$ cat config.mk
export PLATFORM = sky130hd
export DESIGN_NAME = lsu_bus_ctrl_flat
export DESIGN_NICKNAME = d
export VERILOG_FILES = /design/src/rtl/lsu_pkg.sv /design/src/rtl/lsu_bus_ctrl_if.sv /design/src/rtl/lsu_lane_align.sv /design/src/rtl/lsu_bus_ctrl.sv /design/src/flat_wrapper.sv
export SDC_FILE = /design/constraint.sdc
export NUM_CORES = 1
export LEC_CHECK = 0
export BUFFER_PORTS_ARGS = -buffer_cell sky130_fd_sc_hd__buf_4
export CAP_MARGIN = 20
export CELL_PAD_IN_SITES_DETAIL_PLACEMENT = 1
export CELL_PAD_IN_SITES_GLOBAL_PLACEMENT = 1
export CORE_MARGIN = 1.5
export CORE_UTILIZATION = 35
export CTS_BUF_LIST = sky130_fd_sc_hd__clkbuf_2
export CTS_CLUSTER_DIAMETER = 50
export DETAILED_ROUTE_END_ITERATION = 16
export GPL_TIMING_DRIVEN = 0
export PLACE_DENSITY_LB_ADDON = 0.1
export SLEW_MARGIN = 20
export SYNTH_ARGS = -nofsm -noshare
export SYNTH_HDL_FRONTEND = slang
export SYNTH_SLANG_ARGS = --single-unit
$ cat constraint.sdc
create_clock -name clk -period 4.66 [get_ports clk]
set_input_delay 0.932 -clock clk [delete_from_list [all_inputs] [get_ports clk]]
set_output_delay 0.932 -clock clk [all_outputs]
set_load 0.01 [all_outputs]
$ cat src/rtl/lsu_pkg.sv
// Shared encodings for the load/store unit: decoder load/store codes, FSM states
// and the access-legality rule used when an access is first presented.
package lsu_pkg;

  localparam int unsigned BE_W  = 4;
  localparam int unsigned CNT_W = 8;

  localparam logic [2:0] LD_LW  = 3'd1;
  localparam logic [2:0] LD_LB  = 3'd2;
  localparam logic [2:0] LD_LH  = 3'd3;
  localparam logic [2:0] LD_LBU = 3'd4;
  localparam logic [2:0] LD_LHU = 3'd5;

  localparam logic [1:0] ST_NONE = 2'd0;
  localparam logic [1:0] ST_SB   = 2'd1;
  localparam logic [1:0] ST_SH   = 2'd2;
  localparam logic [1:0] ST_SW   = 2'd3;

  typedef enum logic [1:0] {
    IDLE = 2'd0,
    REQ  = 2'd1,
    DONE = 2'd2
  } state_t;

  // Misaligned for its size, or a load and a store claimed by the same instruction.
  function automatic logic access_illegal(input logic       ld,
                                          input logic [2:0] lc,
                                          input logic [1:0] sc,
                                          input logic [1:0] off);
    logic mis_ld;
    logic mis_st;
    if (lc == LD_LB || lc == LD_LBU)      mis_ld = 1'b0;
    else if (lc == LD_LH || lc == LD_LHU) mis_ld = off[0];
    else                                  mis_ld = (off != 2'b00);
    case (sc)
      ST_SH:   mis_st = off[0];
      ST_SW:   mis_st = (off != 2'b00);
      default: mis_st = 1'b0;
    endcase
    return (ld && sc != ST_NONE) || (ld && mis_ld) || (!ld && mis_st);
  endfunction

endpackage

$ cat src/rtl/lsu_bus_ctrl_if.sv
// Word-wide data-memory bus with req/ack handshake; read data valid with ack.
interface lsu_bus_ctrl_if #(
  parameter int unsigned XLEN = 32
);
  logic            req;
  logic            we;
  logic [XLEN-1:0] addr;
  logic [3:0]      be;
  logic [XLEN-1:0] wdata;
  logic            ack;
  logic [XLEN-1:0] rdata;

  modport master (output req, we, addr, be, wdata, input ack, rdata);
  modport slave  (input req, we, addr, be, wdata, output ack, rdata);
endinterface

$ cat src/rtl/lsu_lane_align.sv
// Byte-lane steering: store enables/replication and load extraction/extension.
module lsu_lane_align
  import lsu_pkg::*;
#(
  parameter int unsigned XLEN = 32
) (
  input  logic [1:0]      st_code,
  input  logic [1:0]      st_off,
  input  logic [XLEN-1:0] wdata,
  output logic [BE_W-1:0] be,
  output logic [XLEN-1:0] st_data,
  input  logic [2:0]      ld_code,
  input  logic [1:0]      ld_off,
  input  logic [XLEN-1:0] rword,
  output logic [XLEN-1:0] ld_data
);

  logic [7:0]  byte_sel;
  logic [15:0] half_sel;

  always_comb begin
    be      = 4'b1111;
    st_data = wdata;
    case (st_code)
      ST_SB: begin
        be      = 4'b0001 << st_off;
        st_data = {(XLEN/8){wdata[7:0]}};
      end
      ST_SH: begin
        be      = 4'b0011 << {st_off[1], 1'b0};
        st_data = {(XLEN/16){wdata[15:0]}};
      end
      default: ;
    endcase
  end

  assign byte_sel = rword[{ld_off, 3'b000} +: 8];
  assign half_sel = rword[{ld_off[1], 4'b0000} +: 16];

  always_comb begin
    ld_data = rword;
    case (ld_code)
      LD_LB:   ld_data = {{(XLEN-8){byte_sel[7]}}, byte_sel};
      LD_LBU:  ld_data = {{(XLEN-8){1'b0}}, byte_sel};
      LD_LH:   ld_data = {{(XLEN-16){half_sel[15]}}, half_sel};
      LD_LHU:  ld_data = {{(XLEN-16){1'b0}}, half_sel};
      default: ;
    endcase
  end

endmodule

$ cat src/rtl/lsu_bus_ctrl.sv
// Load/store unit: runs one memory access per instruction over the req/ack bus,
// stalls the core meanwhile and returns extended load data to write-back.
module lsu_bus_ctrl
  import lsu_pkg::*;
#(
  parameter int unsigned TIMEOUT = 255,
  parameter int unsigned XLEN    = 32
) (
  input  logic              clk,
  input  logic              rst,
  input  logic              ld_en,
  input  logic [2:0]        ld_code,
  input  logic [1:0]        st_code,
  input  logic [XLEN-1:0]   addr,
  input  logic [XLEN-1:0]   wdata,
  output logic              stall,
  output logic [XLEN-1:0]   rdata,
  output logic              rdata_valid,
  output logic              err,
  lsu_bus_ctrl_if.master    bus
);

  state_t           state;
  logic [CNT_W-1:0] cnt;
  logic [2:0]       ld_code_q;
  logic [1:0]       off_q;
  logic             is_ld_q;

  logic [BE_W-1:0]  be_st;
  logic [XLEN-1:0]  wdata_st;
  logic [XLEN-1:0]  ld_data;
  logic             access;
  logic             illegal;
  logic             timeout_hit;

  lsu_lane_align #(.XLEN(XLEN)) u_align (
    .st_code (st_code),
    .st_off  (addr[1:0]),
    .wdata   (wdata),
    .be      (be_st),
    .st_data (wdata_st),
    .ld_code (ld_code_q),
    .ld_off  (off_q),
    .rword   (bus.rdata),
    .ld_data (ld_data)
  );

  assign access      = ld_en | (st_code != ST_NONE);
  assign illegal     = access_illegal(ld_en, ld_code, st_code, addr[1:0]);
  assign timeout_hit = (cnt == CNT_W'(TIMEOUT - 1));

  // Stall must rise in the same cycle the access is presented; reset forces it low.
  assign stall = ~rst & ((state == REQ) | ((state == IDLE) & access));

  always_ff @(posedge clk or posedge rst) begin
    if (rst) begin
      state       <= IDLE;
      cnt         <= '0;
      ld_code_q   <= '0;
      off_q       <= '0;
      is_ld_q     <= 1'b0;
      rdata       <= '0;
      rdata_valid <= 1'b0;
      err         <= 1'b0;
      bus.req     <= 1'b0;
      bus.we      <= 1'b0;
      bus.addr    <= '0;
      bus.be      <= '0;
      bus.wdata   <= '0;
    end else begin
      rdata_valid <= 1'b0;
      err         <= 1'b0;
      case (state)
        IDLE: begin
          if (access) begin
            if (illegal) begin
              state <= DONE;
              err   <= 1'b1;
            end else begin
              state     <= REQ;
              cnt       <= '0;
              bus.req   <= 1'b1;
              bus.we    <= ~ld_en;
              bus.addr  <= {addr[XLEN-1:2], 2'b00};
              bus.be    <= ld_en ? 4'b1111 : be_st;
              bus.wdata <= wdata_st;
              ld_code_q <= ld_code;
              off_q     <= addr[1:0];
              is_ld_q   <= ld_en;
            end
          end
        end
        REQ: begin
          if (bus.ack) begin
            state   <= DONE;
            bus.req <= 1'b0;
            if (is_ld_q) begin
              rdata       <= ld_data;
              rdata_valid <= 1'b1;
            end
          end else if (timeout_hit) begin
            state   <= DONE;
            bus.req <= 1'b0;
            err     <= 1'b1;
          end else begin
            cnt <= cnt + CNT_W'(1);
          end
        end
        DONE:    state <= IDLE;
        default: state <= IDLE;
      endcase
    end
  end

endmodule

$ cat src/flat_wrapper.sv
// flat-port wrapper written by rule: the top's interface ports become plain ports
module lsu_bus_ctrl_flat import lsu_pkg::*;
#(
  parameter int unsigned TIMEOUT = 255,
  parameter int unsigned XLEN    = 32
)
  (clk, rst, ld_en, ld_code, st_code, addr, wdata, stall, rdata, rdata_valid, err, bus_req, bus_we, bus_addr, bus_be, bus_wdata, bus_ack, bus_rdata);
  lsu_bus_ctrl_if #(.XLEN(XLEN)) bus_i ();
  input  logic clk;
  input  logic rst;
  input  logic ld_en;
  input  logic [2:0] ld_code;
  input  logic [1:0] st_code;
  input  logic [XLEN-1:0] addr;
  input  logic [XLEN-1:0] wdata;
  output logic stall;
  output logic [XLEN-1:0] rdata;
  output logic rdata_valid;
  output logic err;
  output wire logic [$bits(bus_i.req)-1:0] bus_req;
  output wire logic [$bits(bus_i.we)-1:0] bus_we;
  output wire logic [$bits(bus_i.addr)-1:0] bus_addr;
  output wire logic [$bits(bus_i.be)-1:0] bus_be;
  output wire logic [$bits(bus_i.wdata)-1:0] bus_wdata;
  input wire logic [$bits(bus_i.ack)-1:0] bus_ack;
  input wire logic [$bits(bus_i.rdata)-1:0] bus_rdata;
  assign bus_req = bus_i.req;
  assign bus_we = bus_i.we;
  assign bus_addr = bus_i.addr;
  assign bus_be = bus_i.be;
  assign bus_wdata = bus_i.wdata;
  assign bus_i.ack = bus_ack;
  assign bus_i.rdata = bus_rdata;
  lsu_bus_ctrl #(.TIMEOUT(TIMEOUT), .XLEN(XLEN)) u_core (.clk(clk), .rst(rst), .ld_en(ld_en), .ld_code(ld_code), .st_code(st_code), .addr(addr), .wdata(wdata), .stall(stall), .rdata(rdata), .rdata_valid(rdata_valid), .err(err), .bus(bus_i));
endmodule
# Word level (Yosys, flattened, before mapping)
# Cells that the tools add are included.
[totals]
ff_bits = 118
in_bits = 105
out_inout_bits = 105
wordCells = 90
[op_classes]
add_sub_neg = 1
eq_ne = 18
shifts = 4
muxes = 30
bitwise = 7
reduce_logical = 17
[ops]
columns = ["op", "count"]
rows = [
  ["one-hot mux 32 bit (4 select lines)", 1],
  ["one-hot mux 32 bit (2 select lines)", 1],
  ["two-way mux 8 bit", 4],
  ["indexed part select 32 x 6 -> 16 bit", 1],
  ["indexed part select 32 x 6 -> 8 bit", 1],
  ["one-hot mux 8 bit (2 select lines)", 1],
  ["two-way mux 1 bit", 13],
  ["== test 3 x 2 -> 1 bit (second input constant)", 4],
  ["== test 3 bit (second input constant)", 4],
  ["adder 8 x 1 -> 8 bit (second input constant)", 1],
  ["== test 8 bit (second input constant)", 1],
  ["two-way mux 2 bit", 4],
  ["one-hot mux 4 bit (2 select lines)", 1],
  ["inequality test 2 bit (second input constant)", 3],
  ["one-hot mux 1 bit (2 select lines)", 3],
  ["AND reduction 3 bit", 2],
  ["nonzero test 2 bit", 3],
  ["AND reduction 5 bit", 1],
  ["== test 2 x 1 -> 1 bit (second input constant)", 2],
  ["== test 2 bit (second input constant)", 2],
  ["logical OR 1 bit", 4],
  ["two-way mux 4 bit", 1],
  ["one-hot mux 2 bit (2 select lines)", 1],
  ["AND reduction 4 bit", 1],
  ["11 further kinds", 17],
]

# Depth between registers and ports, before layout
# Gate-level depths: netlist (run 1).
[depth]
ltp_word = 10
ltp_mapped = 9
mapped_depth_nobuf = 7

# Cells and area by module
# A second synthesis (run 1) with hierarchy kept.
[hier_totals]
hier_cells = 594
area_unflattened_um2 = 6190.9
[by_module_without_submodules]
columns = ["module", "instances", "cells_per_inst", "area_each_um2", "seq_area_each_um2"]
rows = [
  ["lsu_bus_ctrl", 1, 380, 4847.1, 2952.8],
  ["lsu_lane_align", 1, 214, 1343.8, 0.0],
]

# Least setup slack after synthesis (run 1)
# OpenSTA, ideal clock, no wires.
[synth_path]
path_kind = "input port to output port"
start = "input st_code[0]"
end = "output stall"
t_arrival_ns = 1.705
path_slack_ns = 2.023
cell_stages = 4
path_buffers = 0
path_cell_list = "inv_1 > ha_1 > nor2b_1 > a211oi_1"
[synth_between]
elab_chain_cells = 5
[synth_lines]
columns = ["element", "line", "source"]
rows = [
  ["from (decl)", "flat_wrapper.sv:13", "input logic [1:0] st_code;"],
  ["nonzero test 2 bit", "lsu_bus_ctrl.sv:48", "assign access = ld_en | (st_code != ST_NONE);"],
  ["OR 1 bit", "lsu_bus_ctrl.sv:48", ""],
  ["AND 1 bit", "lsu_bus_ctrl.sv:53", "assign stall = ~rst & ((state == REQ) | ((state == IDLE) & access));"],
  ["OR 1 bit", "lsu_bus_ctrl.sv:53", ""],
  ["AND 1 bit", "lsu_bus_ctrl.sv:53", ""],
  ["to (decl)", "flat_wrapper.sv:16", "output logic stall;"],
]
# No other way between the ends.

# Worst setup path after layout (run 1)
# Ends and elaborated chain as after synthesis.

==> flow_metrics.py, run 1 <==
metrics = {
    "run_status": {
        "status": "finished, final reports clean",
    },
    "synth": {
        "ys_async_sr_fraction": 1.00,
        "synth_area_leaders": "dfrtp_1, nand2_1, o21ai_0, a21oi_1, nor2_1",
        "synthCells": 621,
        "synth_area_leader_cell": "dfrtp_1",
        "synth_top_area_frac": 0.543,
        "yosysWarnings": 0,
        "yosys_most_used_dff": "dfrtp_1",
        "synth_area_per_cell_sq_um": 8.76,
        "synth.distinct_cells": 45,
        "synth_edf_count": 0,
        "ys_seq_area_frac": 0.543,
        "syn_area_sq_um": 5440,
        "ys_ff_latch": 118,
    },
    "placement": {
        "hpwl_mm": 13.8,
        "place.gp.congestion": 0.816,
        "postPlaceCellArea_sq_um": 7260,
        "place_ws_ns": 1.46,
        "port_buffers": 206,
    },
    "timing": {
        "setup_viol_count_final": 0,
        "fin_crit_ns": 2.98,
        "grt_setup_unrepaired": "no",
        "slew-limit-headroom": 0.580,
        "slew_violations": 0,
        "worst_pin_slew_ns": 0.629,
        "hold_slack_ns": 0.259,
        "setup_ws_ns": 1.68,
        "tns_ns": 0,
        "hold_violations": 0,
        "max_freq_mhz": 335,
        "fin_crit_sh": 0.641,
        "finalClockSkew_ns": 0.0378,
    },
    "setup_path": {
        "endpoint_kind": "output port",
        "cp.required_ns": 3.73,
        "worstPathMaxFanout": 4,
        "startpoint_type": "input pin",
        "arrival_ns": 2.05,
        "worst-setup-path-type": "in -> out",
    },
    "global_route": {
        "grt_pass1_vias": 5729,
        "grt.total_usage": 0.231,
        "grt-ovfl-total": 0,
        "grt_pass1_wl_mm": 29.3,
        "grt_max_degree": 64,
        "antenna_found_initial": 2,
    },
    "floorplan": {
        "die_height_um": 128,
        "core_sq_um": 15200,
        "initial_core_util": 0.358,
        "die_w_um": 128,
        "io_pins": 210,
        "fp-row-count": 45,
        "die-area_sq_um": 16300,
    },
    "pwr": {
        "total_leakage_power_nw": 3.71,
        "irDropWorstVdd_v": 0.000207,
        "p_per_area_nw_per_um2": 614,
    },
    "clocking": {
        "cts_root_buffer": "clkbuf_2",
        "clock_path_buffers": 2,
        "cts_htree_levels": 4,
        "holdBufCountCts": 0,
        "ctsResizeCount": 0,
        "numCtsBuffers": 17,
        "path_clk_slew_ns": 0.19,
        "cts_tree": "yes",
        "clk_latency_ns": 0.71,
        "postCtsSetupBuffers": 0,
        "cts.sinks": 118,
    },
    "flow_run": {
        "maxCapViolations": 0,
    },
    "layout": {
        "multiInputGateArea_sq_um": 2270,
        "layout-drive-gt1-share": 0.295,
        "fin_area_sq_um": 7460,
        "fillers": 1840,
        "area_delta_synth_final_pct": 37.2,
        "final_net_count": 959,
        "register_area_sq_um": 2950,
    },
    "drt": {
        "routed_wl_mm": 18.2,
        "drc_errors": 0,
        "postRouteAntennaNets": 0,
        "avgViaCountPerCell": 5.12,
        "vias": 5371,
        "dr.pass1.iters": 4,
        "wl_per_cell_um": 17.3,
        "drt-initial-drc-count": 265,
    },
    "min_path": {
        "hp-class": "in -> async",
    },
}
critical path, cell delays in order:
cell and delay (ns):
buf_4 0.12, inv_1 0.08, ha_1 0.19, nor2b_1 0.41
a211oi_1 0.15, buf_4 0.17
cells in the mapped netlist (2+ instances only):
| master | count |
|---|---|
| a211oi_1 | 4 |
| a21oi_1 | 44 |
| a221o_1 | 9 |
| a221oi_1 | 8 |
| a2bb2oi_1 | 2 |
| a31oi_1 | 9 |
| and2_1 | 3 |
| buf_1 | 3 |
| buf_4 | 3 |
| clkbuf_1 | 30 |
| dfrtp_1 | 118 |
| ha_1 | 6 |
| inv_1 | 12 |
| mux2_2 | 10 |
| nand2_1 | 200 |
| nand2b_1 | 2 |
| nand3_1 | 3 |
| nor2_1 | 48 |
| nor2b_1 | 5 |
| nor3_1 | 6 |
| nor3b_1 | 2 |
| o21a_1 | 2 |
| o21ai_0 | 51 |
| o22ai_1 | 15 |
| or3_1 | 6 |
per-layer routing:
metal	vias up	share of wire	global-route usage
li1	2555	-	-
met1	2634	0.45	0.296
met2	160	0.48	0.379
met3	22	0.058	0.0616
met4	0	0.016	0.0806
met5	-	0	0
placed cells by master (no fill, tap or decap), types with 2 or more instances in the layout:
| cell | Yosys | routed |
|---|---|---|
| a211oi_1 | 4 | 4 |
| a21oi_1 | 44 | 44 |
| a221o_1 | 9 | 9 |
| a221oi_1 | 8 | 8 |
| a2bb2oi_1 | 2 | 2 |
| a31oi_1 | 9 | 9 |
| and2_1 | 3 | 3 |
| buf_1 | 3 | 3 |
| buf_4 | 3 | 209 |
| clkbuf_1 | 30 | 30 |
| clkbuf_2 | 0 | 17 |
| clkinv_1 | 1 | 5 |
| clkinv_2 | 0 | 3 |
| clkinv_4 | 0 | 2 |
| clkinvlp_4 | 0 | 5 |
| conb_1 | 1 | 2 |
| dfrtp_1 | 118 | 118 |
| ha_1 | 6 | 6 |
| inv_1 | 12 | 11 |
| mux2_2 | 10 | 10 |
| nand2_1 | 200 | 200 |
| nand2b_1 | 2 | 2 |
| nand3_1 | 3 | 3 |
| nor2_1 | 48 | 48 |
| nor2b_1 | 5 | 5 |
| nor3_1 | 6 | 6 |
| nor3b_1 | 2 | 2 |
| o21a_1 | 2 | 2 |
| o21ai_0 | 51 | 51 |
| o22ai_1 | 15 | 15 |
| or3_1 | 6 | 6 |
per-stage QoR:
| stage | utilization | power (mW) | instances |
|---|---|---|---|
| 2_1_floorplan | - | 2.90 | 622 |
| 3_3_place_gp | 0.475 | 3.92 | 1016 |
| 3_5_place_dp | 0.477 | 4.04 | 1017 |
| 4_1_cts | 0.490 | 4.64 | 1049 |
| 5_1_grt | 0.491 | 4.96 | 1050 |
| 6_report | 0.491 | 4.58 | 1050 |
where the power goes:
group	leakage (nW)	internal, mW	switching (mW)	total, mW
Sequential	1.45	1.49	0.305	1.79
Combinational	2.15	1.00	1.19	2.19
Clock	0.112	0.181	0.411	0.593
final timing paths:
kind                               startpoint                  end  slack (ns)  cells past startpoint
setup / recovery                   st_code[0]                stall        1.68                      6
hold / removal                            rst  u_core.bus.addr[19]        0.26                      2
setup reg to reg              u_core.state[0]     u_core.rdata[17]        2.35                      5
hold reg to reg            u_core.bus.addr[6]   u_core.bus.addr[6]        0.50                      2
max in group asynchronous                 rst     u_core.rdata[24]        3.66                      3
min in group clk                     addr[23]  u_core.bus.addr[23]        0.40                      3
cell type report:
| type | count | share of cell area |
|---|---|---|
| Sequential cell | 118 | 0.396 |
| Clock inverter | 15 | 0.0154 |
| Tap cell | 188 | 0.0315 |
| Clock buffer | 17 | 0.0114 |
| Multi-Input combinational cell | 452 | 0.305 |
| Antenna cell | 1 | 0.000336 |
| Inverter | 14 | 0.00772 |
| Buffer | 38 | 0.0218 |
| Timing Repair Buffer | 207 | 0.211 |
state kept, by name (all words and copies together), names as in the netlist:
register            cells
u_core.bus.we           1
u_core.cnt              8
u_core.bus.req          1
u_core.rdata           32
u_core.ld_code_q        3
u_core.bus.addr        30
u_core.off_q            2
u_core.bus.be           4
u_core.is_ld_q          1
u_core.bus.wdata       32
u_core.state            2
u_core.err              1
u_core.rdata_valid      1
cell families (layout without fill, tap and decap cells):
group	after synthesis	count (layout)	synth area share
and+or+nand+nor	280	280	0.207
AOI/OAI and AO/OA	152	152	0.171
DFF	118	118	0.543
buffers and inverters	52	291	0.0396
muxes	11	11	0.0225
adders and majority gates	6	6	0.0138
other	1	3	0.000690
xor gates and xnor gates	1	1	0.00161
Power figures use the tool's default switching activity.
==> run 2: changes to the inputs <==
--- a/config.mk
+++ b/config.mk
@@ -5,12 +5,13 @@
 export SDC_FILE = /design/constraint.sdc
 export NUM_CORES = 1
 export LEC_CHECK = 0
+export ABC_AREA = 1
 export BUFFER_PORTS_ARGS = -buffer_cell sky130_fd_sc_hd__buf_4
 export CAP_MARGIN = 20
 export CELL_PAD_IN_SITES_DETAIL_PLACEMENT = 1
 export CELL_PAD_IN_SITES_GLOBAL_PLACEMENT = 1
 export CORE_MARGIN = 1.5
-export CORE_UTILIZATION = 35
+export CORE_UTILIZATION = 33
 export CTS_BUF_LIST = sky130_fd_sc_hd__clkbuf_2
 export CTS_CLUSTER_DIAMETER = 50
 export DETAILED_ROUTE_END_ITERATION = 16
==> constraint.sdc (replaced) <==
create_clock -name clk -period 2.6 [get_ports clk]
set_input_delay 0.52 -clock clk [delete_from_list [all_inputs] [get_ports clk]]
set_output_delay 0.52 -clock clk [all_outputs]
set_load 0.01 [all_outputs]
==> flow_metrics.py, run 2 <==
metrics = {
    "setup_path": {
        "r2r_end": "u_core.rdata[30]",
        "cp.buffers_inverters": 2,
        "path_delay_family": "flip-flops",
        "critical_path_depth": 4,
        "startpoint_type": "flip-flop",
        "cp_slowest_cell": "dfrtp_1",
        "worstPathCellList": "inv_2 -> nand2_1 -> a21oi_1 -> buf_4",
        "startpoint": "u_core.state[1]",
        "r2r_start": "u_core.state[1]",
        "arrival_ns": 1.84,
        "cp_slowest_stage_delay_ns": 0.41,
        "crit_path_end": "stall",
        "ff2ff_path_depth": 10,
        "worst-setup-path-type": "reg -> out",
        "cp.required_ns": 2.08,
        "endpoint_kind": "output port",
        "worstPathMaxFanout": 12,
        "r2r_slack_ns": 0.59,
    },
    "floorplan": {
        "core_sq_um": 17900,
        "initial_core_util": 0.335,
        "die_w_um": 138,
        "io_pins": 210,
        "fp-row-count": 49,
        "die_height_um": 138,
        "die-area_sq_um": 19000,
    },
    "timing": {
        "hold_violations": 0,
        "max_freq_mhz": 423,
        "setup_viol_count_final": 0,
        "tns_ns": 0,
        "grt_setup_unrepaired": "no",
        "fin_crit_ns": 2.36,
        "slew-limit-headroom": 0.558,
        "fin_crit_sh": 0.908,
        "slew_violations": 0,
        "worst_pin_slew_ns": 0.657,
        "finalClockSkew_ns": 0.0116,
    },
    "clocking": {
        "cts_tree": "yes",
        "cts.sinks": 118,
        "path_clk_slew_ns": 0.21,
        "clk_latency_ns": 0.71,
        "ctsResizeCount": 0,
        "numCtsBuffers": 17,
        "cts_htree_levels": 4,
        "cts_root_buffer": "clkbuf_2",
        "clock_path_buffers": 2,
    },
    "drt": {
        "vias": 6099,
        "postRouteAntennaNets": 0,
        "drt-initial-drc-count": 215,
        "routed_wl_mm": 20.7,
        "drc_errors": 0,
        "wl_per_cell_um": 15.8,
        "dr.pass1.iters": 6,
        "avgViaCountPerCell": 4.66,
    },
    "run_status": {
        "status": "finished, final reports clean",
    },
    "synth": {
        "yosys_most_used_dff": "dfrtp_1",
        "ys_async_sr_fraction": 1.00,
        "yosysWarnings": 0,
        "ys_ff_latch": 118,
        "synth_edf_count": 0,
        "synth_top_area_frac": 0.493,
        "ys_seq_area_frac": 0.493,
        "synth_area_per_cell_sq_um": 7.56,
        "synth.most_common_cell": "nand2_1",
        "syn_area_sq_um": 5990,
        "synthTopCellsByCount": "nand2_1, dfrtp_1, o21ai_0",
        "synth.distinct_cells": 34,
        "synthCells": 792,
        "synth_area_leader_cell": "dfrtp_1",
        "synth_area_leaders": "dfrtp_1, nand2_1, o21ai_0, inv_1, nand3b_1",
    },
    "layout": {
        "fin_cells": 1308,
        "reg_top3": "u_core.bus.wdata (32), u_core.rdata (32), u_core.bus.addr (30)",
        "layout-drive-gt1-share": 0.278,
        "mostFrequentLayoutCells": "nand2_1, buf_4, dfrtp_1",
        "fin_area_sq_um": 8630,
        "area_delta_synth_final_pct": 44.0,
        "final_net_count": 1176,
        "mostFrequentLayoutCell": "nand2_1",
    },
    "flow_run": {
        "maxCapViolations": 0,
    },
    "pwr": {
        "irDropWorstVdd_v": 0.000448,
        "total_leakage_power_nw": 4.64,
        "totalPowerFinal_mw": 8.66,
        "p_per_area_nw_per_um2": 1000,
    },
    "global_route": {
        "grt_max_degree": 31,
        "grt_pass1_vias": 6457,
        "antenna_found_initial": 1,
        "grt.total_usage": 0.227,
        "grt-ovfl-total": 0,
        "grt_pass1_wl_mm": 33.0,
    },
    "min_path": {
        "hp-class": "in -> reg",
        "hold_depth": 3,
    },
    "placement": {
        "postPlaceCellArea_sq_um": 7930,
        "port_buffers": 206,
        "dpl.cell_count": 1232,
        "hpwl_mm": 15.2,
        "place.gp.congestion": 0.830,
    },
}
## run 2: changes by cell type in the layout (fill, tap and decap cells not counted), sizes merged, moves of 10 or more
cell         delta
nand3          +11
dlygate4sd3    +44
clkbuf         -22
buf            +23
inv            +59
a21oi          -33
nand2         +138
nand3b         +23
mux2           -10
o22ai          -15
or2            +23
o21ai          +23
## run 2: logic make-up (layout without fill, tap and decap cells)
family	Yosys count	after routing	synth area share
AOI/OAI and AO/OA	105	105	0.0955
xor gates and xnor gates	5	5	0.00731
adders and majority gates	6	6	0.0125
buffers and inverters	108	393	0.0779
DFF	118	118	0.493
other	1	3	0.000626
and+or+nand+nor	449	449	0.313
## run 2: final cells by class
| cell class | count | area [sq um] |
|---|---|---|
| Fill cell | 2289 | 9280 |
| Sequential cell | 118 | 2950 |
| Multi-Input combinational cell | 567 | 2570 |
| Timing Repair Buffer | 254 | 2080 |
| Tap cell | 229 | 287 |
| Inverter | 71 | 270 |
| Buffer | 36 | 196 |
| Clock inverter | 15 | 178 |
| Clock buffer | 17 | 85.1 |
| Antenna cell | 1 | 2.50 |
## run 2: power by group
part	total (mW)	switching (mW)	internal (mW)	leakage [nW]
registers	3.16	0.498	2.66	1.47
clock network	1.36	0.820	0.543	0.155
logic	4.14	2.26	1.88	3.02
total	8.66	3.58	5.08	4.64
## run 2: worst min-delay path by stage
stage	start	end	slack, ns
after global routing	bus_rdata[0]	u_core.rdata[0]	0.02
after detailed placement	u_core.bus.addr[23]	u_core.bus.addr[23]	0.47
after floorplan	u_core.is_ld_q	u_core.is_ld_q	0.46
final	bus_rdata[0]	u_core.rdata[0]	0.08
after global placement	u_core.bus.req	u_core.bus.req	0.46
after CTS	addr[0]	u_core.off_q[0]	0.0009
## run 2: worst reg2reg max path, delay by kind of cell, from the launching register on
| family | cells | cell delay, ns |
|---|---|---|
| and+or+nand+nor | 4 | 0.63 |
| buffers and inverters | 5 | 0.76 |
| AOI/OAI and AO/OA | 1 | 0.14 |
| DFF | 1 | 0.41 |
## run 2: stage by stage
stage           util  setup slack (ns)  hold WS [ns]
4_1_cts        0.481            0.0910      0.000867
6_report       0.482             0.238        0.0751
3_3_place_gp   0.437            -0.291         0.463
2_1_floorplan      -             0.639         0.464
5_1_grt        0.482            0.0337        0.0178
3_5_place_dp   0.443             0.466         0.466
## run 2: metal layers
| metal | track usage | routed length [um] | part of all wire | up-vias |
|---|---|---|---|---|
| met1 | 0.283 | 8950 | 0.43 | 2910 |
| met2 | 0.381 | 10100 | 0.49 | 159 |
| met4 | 0.0625 | 320 | 0.015 | 0 |
| li1 | - | - | - | 3005 |
| met3 | 0.0677 | 1320 | 0.064 | 25 |
| met5 | 0 | 0 | 0 | - |
## run 2: timing repair
item	in CTS	in global routing
endpoints found under the hold margin	63	1
hold buffers	43	1
buffers inserted	0	0
endpoints found under the setup margin	0	1
